`src/rtl/mem_wb_stage.sv`:
```
// mem_wb_stage: MEM/WB pipeline register plus write-back data selection.
// Captures MEM-stage control/result fields, merges synchronous RAM load data,
// extracts and extends the addressed byte/halfword, and drives the register
// file write port (which doubles as the WB forwarding path back to ID).
// Optional feature macro: MEM_WB_DEBUG_TRACE_EN adds commit-trace outputs.
module mem_wb_stage #(
  parameter int DATA_W = 32,
  parameter int ADDR_W = 32,
  parameter int REG_AW = 5,
  parameter int SEL_W  = 4
) (
  input  logic              clk,
  input  logic              rst,
  input  logic              stall,
  input  logic              flush,
  input  logic              mem_read_flag_in,
  input  logic              mem_write_flag_in,
  input  logic              mem_sign_ext_flag_in,
  input  logic [SEL_W-1:0]  mem_sel_in,
  input  logic [DATA_W-1:0] result_in,
  input  logic              reg_write_en_in,
  input  logic [REG_AW-1:0] reg_write_addr_in,
  input  logic [ADDR_W-1:0] current_pc_addr_in,
  input  logic [DATA_W-1:0] ram_read_data,
  output logic              reg_write_en,
  output logic [REG_AW-1:0] reg_write_addr,
  output logic [DATA_W-1:0] reg_write_data
`ifdef MEM_WB_DEBUG_TRACE_EN
  ,
  output logic [ADDR_W-1:0] debug_pc,
  output logic              debug_wen,
  output logic [DATA_W-1:0] debug_wdata,
  output logic [REG_AW-1:0] debug_waddr
`endif
);

  // WB register fields
  logic              wb_rd;
  logic              wb_wr;
  logic              wb_sx;
  logic [SEL_W-1:0]  wb_sel;
  logic [DATA_W-1:0] wb_result;
  logic              wb_we;
  logic [REG_AW-1:0] wb_waddr;
  logic [ADDR_W-1:0] wb_pc;

  // Load data captured on the first stalled edge so a long stall keeps
  // presenting the word the RAM returned in the first WB cycle.
  logic [DATA_W-1:0] ld_hold;
  logic              ld_valid;

  logic [DATA_W-1:0] lw_raw;
  logic [DATA_W-1:0] ext_val;

  // The store flag and (without tracing) the PC ride along but feed nothing.
  logic unused_fields;
  assign unused_fields = ^{wb_wr, wb_pc};

  function automatic logic [DATA_W-1:0] ext_byte(input logic [7:0] b, input logic sx);
    ext_byte = {{(DATA_W-8){sx & b[7]}}, b};
  endfunction

  function automatic logic [DATA_W-1:0] ext_half(input logic [15:0] h, input logic sx);
    ext_half = {{(DATA_W-16){sx & h[15]}}, h};
  endfunction

  // Pipeline register: flush beats stall, stall holds, otherwise capture MEM.
  always_ff @(posedge clk or posedge rst) begin
    if (rst) begin
      wb_rd     <= 1'b0;
      wb_wr     <= 1'b0;
      wb_sx     <= 1'b0;
      wb_sel    <= '0;
      wb_result <= '0;
      wb_we     <= 1'b0;
      wb_waddr  <= '0;
      wb_pc     <= '0;
    end else if (flush) begin
      wb_rd     <= 1'b0;
      wb_wr     <= 1'b0;
      wb_sx     <= 1'b0;
      wb_sel    <= '0;
      wb_result <= '0;
      wb_we     <= 1'b0;
      wb_waddr  <= '0;
      wb_pc     <= '0;
    end else if (!stall) begin
      wb_rd     <= mem_read_flag_in;
      wb_wr     <= mem_write_flag_in;
      wb_sx     <= mem_sign_ext_flag_in;
      wb_sel    <= mem_sel_in;
      wb_result <= result_in;
      wb_we     <= reg_write_en_in;
      wb_waddr  <= reg_write_addr_in;
      wb_pc     <= current_pc_addr_in;
    end
  end

  // Latch the live RAM word once when a load first stalls; any new WB
  // contents (load or flush) invalidate the held copy.
  always_ff @(posedge clk or posedge rst) begin
    if (rst) begin
      ld_hold  <= '0;
      ld_valid <= 1'b0;
    end else if (flush || !stall) begin
      ld_valid <= 1'b0;
    end else if (wb_rd && !ld_valid) begin
      ld_hold  <= ram_read_data;
      ld_valid <= 1'b1;
    end
  end

  assign lw_raw = ld_valid ? ld_hold : ram_read_data;

  // Little-endian lane extraction with sign or zero extension.
  always_comb begin
    ext_val = '0;
    case (wb_sel)
      4'b0001: ext_val = ext_byte(lw_raw[7:0],   wb_sx);
      4'b0010: ext_val = ext_byte(lw_raw[15:8],  wb_sx);
      4'b0100: ext_val = ext_byte(lw_raw[23:16], wb_sx);
      4'b1000: ext_val = ext_byte(lw_raw[31:24], wb_sx);
      4'b0011: ext_val = ext_half(lw_raw[15:0],  wb_sx);
      4'b1100: ext_val = ext_half(lw_raw[31:16], wb_sx);
      4'b1111: ext_val = lw_raw;
      default: ext_val = '0;
    endcase
  end

  assign reg_write_data = wb_rd ? ext_val : wb_result;
  assign reg_write_en   = wb_we;
  assign reg_write_addr = wb_waddr;

`ifdef MEM_WB_DEBUG_TRACE_EN
  // A stalled instruction is reported to the trace only on its final WB cycle.
  assign debug_pc    = wb_pc;
  assign debug_wen   = wb_we & ~stall;
  assign debug_wdata = reg_write_data;
  assign debug_waddr = wb_waddr;
`endif

endmodule

```
`config.mk`:
```
export PLATFORM = sky130hd
export DESIGN_NAME = mem_wb_stage
export DESIGN_NICKNAME = d
export VERILOG_FILES = /design/src/rtl/mem_wb_stage.sv
export SDC_FILE = /design/constraint.sdc
export NUM_CORES = 1
export LEC_CHECK = 0
export BUFFER_PORTS_ARGS = -buffer_cell sky130_fd_sc_hd__buf_4
export CORE_ASPECT_RATIO = 0.8
export CORE_MARGIN = 1.5
export CORE_UTILIZATION = 55
export DETAILED_ROUTE_END_ITERATION = 6
export GPL_ROUTABILITY_DRIVEN = 0
export PLACE_DENSITY_LB_ADDON = 0.05
export SLEW_MARGIN = 20
export SYNTH_ARGS = -nofsm -noshare
export SYNTH_HDL_FRONTEND = slang
export SYNTH_SLANG_ARGS = --single-unit
```
`constraint.sdc`:
```
create_clock -name clk -period 3.4 [get_ports clk]
set_input_delay 0.17 -clock clk [delete_from_list [all_inputs] [get_ports clk]]
set_output_delay 0.17 -clock clk [all_outputs]
set_load 0.03 [all_outputs]
```
==> impl_metrics.json <==
{
  "outcome": "finished, final reports clean",
  "postSynthCellCount": 406,
  "hold_depth": 2,
  "drc": 0,
  "vias": 3620,
  "area_delta_synth_final_pct": 25.4,
  "min_path_type": "in -> reg",
  "critical_path_class": "reg -> out",
  "postCtsSetupRepairBufs": 0,
  "min_period_ns": 2.89,
  "pwr-share-comb_pct": 22.5,
  "dp_hpwl_um": 8320,
  "cts_max_path_buffers": 2,
  "grt_pass1_vias": 3596,
  "cp_slowest_stage_delay_ns": 0.53,
  "hold_viol": 0,
  "power_frac_clock_pct": 29.8,
  "regToRegSetupSlack_ns": 1.26,
  "synth_area_per_cell_um2": 11.0,
  "viasPerCell": 5.82,
  "worstReg2RegEnd": "ld_hold[16]",
  "rows": 29,
  "diodes": 0,
  "crit_slowest_cell": "dfrtp_1",
  "synthMuxAreaShare_pct": 25.5,
  "ir_worst_vdd_mv": 0.259,
  "clock_latency_ns": 0.35,
  "tns_ns": 0,
  "synth_area_um2": 4490,
  "cts_buffers": 9,
  "synth_edf_count": 0,
  "power.density_nw_per_um2": 420,
  "cts-root-buf": "clkbuf_8",
  "ys_seq_area_share_pct": 43.0,
  "yosys.area_share.simple_pct": 10.2,
  "cp-end-kind": "output pin",
  "dieArea_um2": 8710,
  "hp-start": "ram_read_data[26]",
  "fin_skew_ns": 0.00653,
  "utilization_pct": 71.1,
  "wire_per_inst_um": 18.3,
  "post-route-period-util_pct": 85.0,
  "die_h_um": 83.8,
  "synthXorXnorAreaFrac_pct": 0.195,
  "layout_common_cells": "buf_4, dfrtp_1, mux2i_1",
  "slew_viol_final": 0,
  "r2r_start": "wb_rd",
  "drt_iter0_drc": 213,
  "ant_nets": 0,
  "grt_antenna_before_repair": 0,
  "leakagePower_nw": 2.55,
  "synth_seq_cells": 77,
  "cap_viol_max_count": 0,
  "max_freq_mhz": 346,
  "drive_gt1_share_pct": 40.3,
  "timing.critical_path.fanout_max": 29,
  "cp.arrival_ns": 2.72,
  "p_int_mw": 1.67,
  "p_sw_share_pct": 29.2,
  "p_sw_mw": 0.691,
  "seqPwrFrac_pct": 47.7,
  "rsz0062_at_grt": "false",
  "die_w_um": 104,
  "synth_warnings": 0,
  "holdWs_ns": 0.0544,
  "async_flop_share_pct": 100,
  "htree_levels": 3,
  "start_kind": "flop",
  "path_clk_slew_ns": 0.08,
  "synthFlopType": "dfrtp_1",
  "layout_commonest_cell": "buf_4",
  "syn-num-nets": 519,
  "nets": 623,
  "grt.total_usage_pct": 26.7,
  "clock-sinks": 77,
  "totalWireLength_um": 11400,
  "reg2reg_depth": 3,
  "setup_viol": 0,
  "synth_adder_area_share_pct": 0,
  "grt_max_degree": 63,
  "io_pins": 151,
  "synth_cell_type_count": 42,
  "initial_utilization_pct": 56.7,
  "tightestPinTransition_ns": 0.791,
  "dr.pass1.iters": 4,
  "slew_headroom_pct": 47.2,
  "grt_pass1_wl_um": 18200,
  "port_buffers": 117,
  "holdPathEnd": "ld_hold[26]",
  "synth-compound-area-share_pct": 16.1,
  "grt_overflow": 0,
  "worstPathRequired_ns": 3.23,
  "path_cells": "buf_4 -> mux2i_1 -> o22ai_1 -> a221oi_1 -> o22ai_1 -> buf_4",
  "synth_top_family_by_area": "multiplexers",
  "coreArea_um2": 7910,
  "cts_tree": "done"
}
## flip-flops by register name, indices dropped and copies added, names as in the netlist
signal          cells
wb_sx               1
wb_result          32
ld_valid            1
ld_hold            32
wb_rd               1
reg_write_addr      5
reg_write_en        1
wb_sel              4
## critical path: cells and delay by family, from the launching register on
kind / cells / cell delay [ns]
compound gates: 3 / 0.68
buf+inv: 2 / 0.67
flops: 1 / 0.53
mux: 1 / 0.49
## synthesized netlist by cell type, types with 8 or more instances
cell type | number | area share, %
o21a_1 | 10 | 1.7
o32ai_1 | 9 | 1.8
buf_2 | 12 | 1.3
clkbuf_1 | 12 | 1.0
nor2_1 | 49 | 4.1
inv_1 | 19 | 1.6
mux2_2 | 44 | 11
o221ai_1 | 8 | 1.6
nand2b_1 | 16 | 2.2
o22ai_1 | 14 | 2.0
dfrtp_1 | 77 | 43
nand3_1 | 8 | 0.89
a22oi_2 | 10 | 2.8
mux2i_1 | 61 | 14
## per-layer routing
metal	vias up	track usage, %	routed length (um)
li1	1696	-	-
met1	1777	38.4	5350
met2	136	40.4	5140
met3	11	7.26	774
met4	0	5.68	100
met5	-	0	0
## stage by stage
step,worst slack [ns],total power [mW],instances,cell area [um^2]
2_1_floorplan,1.20,1.48,406,4490
3_3_place_gp,0.956,1.65,606,5420
3_5_place_dp,0.911,1.68,606,5420
4_1_cts,0.538,2.37,622,5620
5_1_grt,0.361,2.47,622,5620
6_report,0.512,2.36,622,5620
## power groups by stage
stage	sequential, mW	combinational (mW)	clock (mW)
CTS	1.13	0.534	0.712
global placement	1.13	0.515	0
detailed placement	1.15	0.532	0
floorplan	1.12	0.359	0
finish	1.13	0.533	0.704
global route	1.15	0.576	0.751
## cell families after synthesis
| family | count (synthesis) |
|---|---|
| flops | 77 |
| mux | 108 |
| simple gates | 90 |
| buf+inv | 52 |
| xor+xnor | 1 |
| compound gates | 78 |
## final cells by class
cell class | count | area (um^2)
Clock buffer | 10 | 138
Sequential cell | 77 | 1930
Inverter | 19 | 71.3
Clock inverter | 5 | 60.1
Timing Repair Buffer | 126 | 948
Tap cell | 108 | 135
Fill cell | 626 | 2290
Multi-Input combinational cell | 277 | 2340
## repair_timing
action | 4_1_cts | 5_1_grt
resized for setup | 0 | 0
setup endpoints to repair | 0 | 0
hold buffers | 1 | 0
endpoints found under the hold margin | 15 | 0
## worst max-delay path by stage
stage                         start                 end
after floorplan           wb_sel[1]  reg_write_data[18]
after global placement     ld_valid   reg_write_data[2]
after detailed placement  wb_sel[2]  reg_write_data[30]
after CTS                  ld_valid   reg_write_data[2]
after global routing       ld_valid   reg_write_data[0]
final                      ld_valid   reg_write_data[0]
Note: power is estimated with default switching activity, not from simulation.
